==> src/rtl/vmu_load_issue_pkg.sv <==
// rtl/vmu_load_issue_pkg.sv - shared VMU constants, command layout and state encoding
package vmu_load_issue_pkg;

  localparam int VLEN_W_DEF   = 11;
  localparam int TAG_W_DEF    = 8;
  localparam int BASE_LSB     = 0;
  localparam int STRIDE_LSB   = 32;
  localparam int VLEN_LSB     = 64;
  localparam int SZ_LSB       = 64 + VLEN_W_DEF;
  localparam int VM_ISCMD_SZ  = 2 + VLEN_W_DEF + 64;
  localparam int LINE_OFF_W   = 4;
  localparam int LINE_W       = 32 - LINE_OFF_W;
  localparam int LRQ_W        = LINE_W + TAG_W_DEF;

  typedef enum logic {
    ST_IDLE = 1'b0,
    ST_RUN  = 1'b1
  } state_t;

  function automatic logic [LINE_W-1:0] line_of(input logic [31:0] addr);
    return addr[31:LINE_OFF_W];
  endfunction

  function automatic logic [31:0] align_mask(input logic [1:0] sz);
    return (32'd1 << sz) - 32'd1;
  endfunction

endpackage

==> src/rtl/vmu_load_issue.sv <==
// rtl/vmu_load_issue.sv - vector-load issue: walks element addresses, one D$ line request per distinct line
module vmu_load_issue
  import vmu_load_issue_pkg::*;
#(
  parameter int TAG_W  = TAG_W_DEF,
  parameter int VLEN_W = VLEN_W_DEF
) (
  input  logic                      clk,
  input  logic                      reset,
  input  logic [2+VLEN_W+64-1:0]    iscmdq_deq_bits,
  input  logic                      iscmdq_deq_val,
  output logic                      iscmdq_deq_rdy,
  output logic [LINE_W+TAG_W-1:0]   lrq_enq_bits,
  output logic                      lrq_enq_val,
  input  logic                      lrq_enq_rdy,
  input  logic [TAG_W-1:0]          roq_deq_tag_bits,
  input  logic                      roq_deq_tag_val,
  output logic                      roq_deq_tag_rdy,
  output logic                      busy
);

  localparam int SZ_OFF = (VLEN_W == VLEN_W_DEF) ? SZ_LSB : VLEN_LSB + VLEN_W;

  state_t              state;
  logic [31:0]         cur_addr;
  logic [31:0]         stride;
  logic [VLEN_W-1:0]   remain;
  logic [LINE_W-1:0]   last_line;
  logic                first;

  logic                run;
  logic                need_req;
  logic                fire;
  logic                advance;
  logic [1:0]          cmd_sz;
  logic [31:0]         cmd_base;

  assign run      = (state == ST_RUN);
  assign cmd_sz   = iscmdq_deq_bits[SZ_OFF +: 2];
  assign cmd_base = iscmdq_deq_bits[BASE_LSB +: 32];

  // A request is needed for the first element and whenever the element leaves the previous line.
  assign need_req        = first | (line_of(cur_addr) != last_line);
  assign lrq_enq_val     = run & need_req & roq_deq_tag_val;
  assign roq_deq_tag_rdy = run & need_req & lrq_enq_rdy;
  assign fire            = lrq_enq_val & lrq_enq_rdy;
  assign advance         = run & (~need_req | fire);
  assign lrq_enq_bits    = {line_of(cur_addr), roq_deq_tag_bits};
  assign iscmdq_deq_rdy  = ~run;

  always_ff @(posedge clk) begin
    if (reset) begin
      state     <= ST_IDLE;
      busy      <= 1'b0;
      first     <= 1'b0;
      remain    <= '0;
      cur_addr  <= '0;
      stride    <= '0;
      last_line <= '0;
    end else begin
      case (state)
        ST_IDLE: begin
          if (iscmdq_deq_val) begin
            // Elements are naturally aligned by contract; sz exists only to check that.
            assert ((cmd_base & align_mask(cmd_sz)) == 32'd0);
            cur_addr <= cmd_base;
            stride   <= iscmdq_deq_bits[STRIDE_LSB +: 32];
            remain   <= iscmdq_deq_bits[VLEN_LSB +: VLEN_W];
            first    <= 1'b1;
            state    <= ST_RUN;
            busy     <= 1'b1;
          end
        end
        ST_RUN: begin
          if (advance) begin
            last_line <= line_of(cur_addr);
            first     <= 1'b0;
            cur_addr  <= cur_addr + stride;
            remain    <= remain - 1'b1;
            if (remain == '0) begin
              state <= ST_IDLE;
              busy  <= 1'b0;
            end
          end
        end
        default: begin
          state <= ST_IDLE;
          busy  <= 1'b0;
        end
      endcase
    end
  end

endmodule

==> config.mk <==
export PLATFORM = sky130hd
export DESIGN_NAME = vmu_load_issue
export DESIGN_NICKNAME = d
export VERILOG_FILES = /design/src/rtl/vmu_load_issue_pkg.sv /design/src/rtl/vmu_load_issue.sv
export SDC_FILE = /design/constraint.sdc
export NUM_CORES = 1
export LEC_CHECK = 0
export CAP_MARGIN = 5
export CORE_ASPECT_RATIO = 1.4
export CORE_UTILIZATION = 45
export CTS_CLUSTER_SIZE = 8
export DETAILED_ROUTE_END_ITERATION = 10
export PLACE_DENSITY_LB_ADDON = 0.05
export SYNTH_ARGS = -nofsm -noshare
export SYNTH_HDL_FRONTEND = slang
export SYNTH_SLANG_ARGS = --single-unit
==> constraint.sdc <==
create_clock -name clk -period 2.75 [get_ports clk]
set_input_delay 0.55 -clock clk [delete_from_list [all_inputs] [get_ports clk]]
set_output_delay 0.55 -clock clk [all_outputs]
set_load 0.02 [all_outputs]
======== Word level (Yosys, flattened, before mapping) ========
Index checks and enable logic that the tools add are counted.
operators by class
  add/subtract/negate cells ............... 2
  multipliers ............................. 0
  divide/modulo/power cells ............... 0
  $lt $le $gt $ge ......................... 0
  equal/unequal tests ..................... 4
  shift operators ......................... 0
  muxes and demuxes ....................... 16
  bitwise operators ....................... 9
  reductions and logical operators ........ 5
operators with widths
  kind                                                 count
  2-to-1 mux 32 bit                                    2
  one-hot mux 32 bit (2 select lines)                  1
  adder 32 bit                                         1
  != test 28 bit                                       1
  2-to-1 mux 11 bit                                    2
  one-hot mux 11 bit (2 select lines)                  1
  logical NOT 11 bit                                   1
  subtractor 11 x 1 -> 11 bit (second input constant)  1
  2-to-1 mux 1 bit                                     7
  one-hot mux 1 bit (2 select lines)                   3
  AND reduction 2 bit                                  3
  AND 1 bit                                            5
  != test 2 x 1 -> 1 bit (second input constant)       2
  AND reduction 3 bit                                  1
  != test 2 bit (second input constant)                1
  NOT 1 bit                                            2
  bitwise OR 1 bit                                     2
storage, ports and cells
  flip-flop bits (word level) ............. 106
  bits in latches ......................... 0
  bits in writable memories ............... 0
  ROM bits ................................ 0
  input port bits ......................... 90
  output and inout port bits .............. 40
  memories kept ........................... 0

======== Logic depth before layout (Yosys ltp) ========
Gate-level depths: netlist (run 1).
  depth after elaboration ................. 9
  depth in mapped cells ................... 11
  mapped depth without buffers ............ 11

======== Worst setup path before layout (run 1) ========
No wires, ideal clock.
  kind .................................... flip-flop to flip-flop
  from .................................... register cur_addr[1]
  to ...................................... register cur_addr[15]
  library setup time ...................... 0.115 ns
  arrival time ............................ 2.468 ns
  setup slack ............................. 0.167 ns
  stages on the path, launching flop included .. 10
  path buffers ............................ 0
  clock period less this slack ............ 2.583 ns
  path through ............................ dfxtp_1 -> ha_1 -> a211o_1 -> a2111o_1 -> a31oi_1 -> o21bai_1 -> a21o_1 -> a21oi_1 -> xor2_1 -> a2111oi_0
on the way
  cells in the longest elaborated chain, start to end .. 3
ends and longest elaborated chain
  element                              line                  text
  start: declaration                   vmu_load_issue.sv:25  logic [31:0] cur_addr;
  start signal: assignment             vmu_load_issue.sv:66  cur_addr <= cmd_base;
  start signal: assignment             vmu_load_issue.sv:78  cur_addr <= cur_addr + stride;
  adder 32 bit                         vmu_load_issue.sv:78
  2-to-1 mux 32 bit                    vmu_load_issue.sv:75  if (advance) begin
  one-hot mux 32 bit (2 select lines)  vmu_load_issue.sv:61  case (state)
Every way passes these cells. The select of a mux whose other input is x is not followed.
A chain may end at the register's enable or synchronous reset.

======== Final worst setup path (run 1) ========
  from .................................... register cur_addr[2]
  to ...................................... register cur_addr[25]
Same word-level chain as after synthesis.

==> results.md, run 1 <==
- FF+latch count, synth: 106
- Largest net degree at the start of global routing: 52
- Post-synth top cells: 167 x nand2_1, 109 x a21oi_1, 106 x dfxtp_1
- Initial antenna violation count: 0
- Largest delay contributor family on the critical path: compound AO/OA/AOI/OAI gates
- Power Density: around 510 nW/um^2
- Final hold vios: 0
- GR Util All Layers: around 27%
- Min cycle time layout: 2730 ps
- Worst-path clk slew: approximately 70 ps
- Synth Flop Type: dfxtp_1
- Fill cells: 1,263
- Routed WL per cell: 17.0 um
- Remaining antenna violation count: 0
- Sequential share of power: just over 40%
- Sw Share: around 30%
- Setup WS post-layout: 24.8 ps
- Fraction of registers with async set/reset: 0%
- Clk buf depth: 2
- Htree depth: 3
- Fin nets: about 1,000
- Worst hold path class: reg -> reg
- First-pass GRT wire length: between 20 and 30 mm
- Dpl ws: -220 ps
- Synth area leaders: dfxtp_1 34%, nand2_1 9.9%, a21oi_1 8.7%
- Crit path capture type: flip-flop
- RePlAce Congestion: between 0.8 and 0.9
- I/O pins: 130
- HPWL Detailed: 14.4 mm
- Post-synth EDFFs: 0
- Skew-Pair Late Insertion Delay: 360 ps
- Register area share after synthesis: 33.7%
- Delay of the slowest critical-path stage: about 500 ps
- Syn_area_per_cell: 7.76 um^2
- VDD IR max: about 0.37 mV
- Gate Count Post-Synth: approximately 810
- Setup slack, reg-to-reg: 20 ps
- CORE AREA: about 14,000 um^2
- Clock sinks: about 110
- Initial Util: around 47%
- Setup violators final: 0
- Syn-to-layout area delta: 31.1%
- Diodes inserted: 0
- DRT Pass-1 Iters: 6
- Worst relative slew slack: 61.6%
- Width of the die: 102 um
- RSZ-0062 raised after global routing: true
- # rows: 50
- Post-Syn Area: 6300 um^2
- Grt ovf: 0
- WHS: 463 ps
- Yosys warnings: 0
- Crit path arrival time: 2950 ps
- Worst path slowest cell: a2111o_1
- CTS tree: built
- IO buf count: 111
- Power share of the clock group: 32.4%
- Cell total after placement: 1,092
- Critical path class: reg -> reg
- Required time of the critical path: 2980 ps
- Status: complete, no violations
- Internal power: 0.00292 W
- Starting DRT DRC Count: 279
- Fin cells: 1,110
- Slew Limit Fails: 0
- Synth cell types: 61
- Crit path buf inv count: 1
- Die Y: about 140 um
- Cts bufs inserted: 9
- Count leader, synth: nand2_1
- DR vias: 6,116
- Net Sw Power: 0.00126 W
- Vias/cell: approximately 5.5
- CTS root buffer: clkbuf_16
- DR DRC count: 0
- Vias in the first global route: 5,999
- CP max FO: 4
- Post-Route WL: ~19 mm
- Clock Skews: 8.64 ps
- Critical path cell sequence: ha_4, o211a_1, a2111o_1, a32oi_2, o21ai_2, a311oi_2, buf_4, xnor2_2, a222oi_1, nor2_1
- Slew @ Worst Pin: 576 ps
- Synth top area share: 33.7%
- Final worst-path cycle share: 99.1%
- Comb pwr share: 26.1%
- Syn_nets: 935
- Max Fclk: approximately 370 MHz
- Max cap viols: 0
- Layout cells sized above 1: ~14%
- DIE AREA: 14,500 um^2
- Post-synth top area cell: dfxtp_1
- CP Launch Type: flip-flop
- Leakage: 3.41 nW
## layout make-up
| class | count | area, um^2 | share of cell area, % |
|---|---|---|---|
| multi-input cells | 612 | 3850 | 46.6 |
| flip-flops and latches | 106 | 2130 | 25.8 |
| repair buffers | 181 | 1690 | 20.5 |
| clock buffers | 13 | 260 | 3.15 |
| well taps | 182 | 228 | 2.76 |
| inverters | 13 | 48.8 | 0.591 |
| clock inverters | 3 | 47.5 | 0.576 |
## sequential cells by signal (all words and copies together) (netlist names)
signal,count
busy,1
cur_addr,32
first,1
last_line,28
remain,11
run,1
stride,32
## worst paths after layout
path | depth (start not counted) | start | endpoint
setup / recovery | 10 | cur_addr[2] | cur_addr[25]
hold / removal | 2 | stride[5] | stride[5]
setup reg to reg | 10 | cur_addr[2] | cur_addr[25]
hold reg to reg | 2 | stride[5] | stride[5]
## cell usage in the layout (no fill, tap or decap), drive strengths merged, types with 12 or more instances in the layout
cell,n
clkbuf,13
inv,12
clkdlybuf4s50,108
nand2,167
buf,71
o21ai,24
a211oi,20
a21oi,109
nor2,50
a21o,15
xnor2,13
dfxtp,106
ha,32
xor2,39
## stage by stage
| step | power, W | util (%) | TNS (ps) | cell area (um^2) |
|---|---|---|---|---|
| 2_1_floorplan | 0.00240 | - | 0 | 6300 |
| 3_3_place_gp | 0.00280 | 57.5 | -906 | 7770 |
| 3_5_place_dp | 0.00282 | 57.5 | -1220 | 7770 |
| 4_1_cts | 0.00419 | 60.5 | 0 | 8170 |
| 5_1_grt | 0.00439 | 61.1 | -379 | 8260 |
| 6_report | 0.00418 | 61.1 | 0 | 8260 |
## cell families (layout without fill, tap and decap cells)
family / after synthesis / count (layout) / share of synthesized area, %
AO/OA/AOI/OAI: 242 / 242 / 24.4
XOR/XNOR: 52 / 52 / 7.23
adder cells (fa/ha/maj): 33 / 33 / 6.67
buffers and inverters: 94 / 210 / 7.96
flip-flops: 106 / 106 / 33.7
multiplexers: 9 / 9 / 1.43
AND/OR/NAND/NOR: 276 / 276 / 18.6
## worst min-delay path: stages (launching register included)
cell,delay [ps]
dfxtp_1,310
nand2_1,50
a21oi_1,50
## repair_timing
item | in CTS | in global routing
pin swaps | 16 | 7
setup endpoints to repair | 14 | 14
resized for setup | 25 | 14
hold buffers | 0 | 0
setup buffers | 1 | 2
## layer usage
layer	GRT usage, %	wire, um	up-vias
li1	-	-	3061
met1	31.4	7970	2896
met2	49.0	9930	135
met3	3.59	625	24
met4	9.02	381	0
met5	0	0	-
## power groups by stage
stage	logic, W	registers [W]	clock network [W]
6_report	0.00109	0.00173	0.00136
3_5_place_dp	0.00106	0.00176	0
5_1_grt	0.00119	0.00175	0.00145
2_1_floorplan	0.000658	0.00174	0
4_1_cts	0.00108	0.00173	0.00138
3_3_place_gp	0.00105	0.00176	0
No activity file was read; power rests on OpenSTA's default activity.
==> run 2: changes to the inputs <==
Settings changed: SLEW_MARGIN set to 20.
==> results of run 2 <==
The final DEF is identical to that of run 1; final timing and power are the same.
==> RTL edit, RTL diff (settings of run 2) <==
`TAG_W_DEF`: 8 -> 7.
--- a/src/rtl/vmu_load_issue_pkg.sv
+++ b/src/rtl/vmu_load_issue_pkg.sv
@@ -2,7 +2,7 @@
 package vmu_load_issue_pkg;
 
   localparam int VLEN_W_DEF   = 11;
-  localparam int TAG_W_DEF    = 8;
+  localparam int TAG_W_DEF    = 7;
   localparam int BASE_LSB     = 0;
   localparam int STRIDE_LSB   = 32;
   localparam int VLEN_LSB     = 64;
Ports: changed (resized lrq_enq_bits and roq_deq_tag_bits); port bits go from 130 to 128. No check against the original RTL was run, so the function may have changed too.
==> RTL edit against run 2 <==
- the flow now finishes with violations (negative setup slack)
- sequential cell count did not move
- wire length is 0.85% higher
- power rose by 1.9%
- design area increased by 0.74%
- worst setup slack got worse by 35 ps
- sequential share of layout area fell by 0.24 points
- non-clock buffer count grew 2
- synthesized area shrank 0.12%
- critical path type unchanged
==> RTL edit: results (changes against run 2) <==
| Metric | Value |
|---|---|
| Final wirelength | 19,100 microns (was 18,900 microns) |
| Reg-to-Reg End | cur_addr[19]$_SDFFE_PP0P_ (was cur_addr[25]$_SDFFE_PP0P_) |
| Final setup viols | 1 (was 0) |
| Placed Instances | 1,093 (was 1,092) |
| Failing checks | negative setup slack |
| Fillers | 1,298 (was 1,263) |
| Syn_nets | 933 (was 935) |
| Met2 GRT Util | 0.488 (was 0.490) |
| Most area-consuming cells after synthesis | dfxtp_1 (34%), nand2_1 (10%), a21oi_1 (8.7%), ha_1 (6.4%), xor2_1 (5.4%) (was dfxtp_1 (34%), nand2_1 (9.9%), a21oi_1 (8.7%), ha_1 (6.4%), xor2_1 (5.4%)) |
| DR iter-0 viols | 205 (was 279) |
| VDD IR max | 0.298 mV (was 0.373 mV) |
| Hpwl dp | 14,300 microns (was 14,400 microns) |
| Status | finished, violations left (was complete, no violations) |
| Worst Reg-to-Reg Cells | 11 (was 10) |
| Worst-margin pin slew | 582 ps (was 576 ps) |
| Share of layout cells above drive strength 1 | 0.146 (was 0.138) |
| Post-synthesis compound-gate area fraction | 0.245 (was 0.244) |
| Largest net degree at the start of global routing | 47 (was 52) |
| Met1 usage | 0.330 (was 0.314) |
| Mux contribution to synthesized area | 0.0143 (about the same) |
| Total GRT Usage | 0.273 (was 0.268) |
| Post-synthesis adder-cell area fraction | 0.0668 (was 0.0667) |
| Final worst slack | -10.5 ps (was 24.8 ps) |
| M1 WL | 7910 microns (was 7970 microns) |
| GRT met3 Usage | 0.0340 (was 0.0359) |
| Drt first pass iters | 5 (was 6) |
| Static leakage | 0.00344 uW (was 0.00341 uW) |
| # nets final | 1,047 (was 1,046) |
| Synth Instances | 811 (was 812) |
| CP arrival | 3010 ps (was 2950 ps) |
==> RTL edit: timing repair <==
action,CTS,global route
setup endpoints to repair,10,41
cloned,0,0
hold endpoints to repair,0,0
resized for setup,12,44
buffers inserted,1,2
pin swaps,11,18
==> RTL edit: stage by stage <==
stage               area, sq um  TNS [ps]  total power (uW)  setup slack (ps)  hold slack [ps]
global placement           7780      -338              2810              -110              448
finish                     8320     -10.5              4260             -10.5              463
floorplan                  6290         0              2390               167              440
global route               8320      -759              4460              -146              484
detailed placement         7780      -630              2830              -240              451
CTS                        8130     -41.0              4250             -41.0              461
==> RTL edit: power by group <==
group | switching, uW | internal (uW) | leakage [uW] | total, uW
clock | 600 | 821 | 0.000152 | 1420
combinational | 581 | 533 | 0.00242 | 1110
sequential | 94.0 | 1630 | 0.000870 | 1730
==> RTL edit: area by class of cell <==
type,instances,share of cell area
clock buffers,11,0.0292
clock inverters,4,0.00917
inverters,13,0.00586
multi-input cells,612,0.467
flip-flops and latches,106,0.256
well taps,182,0.0274
repair buffers,183,0.206
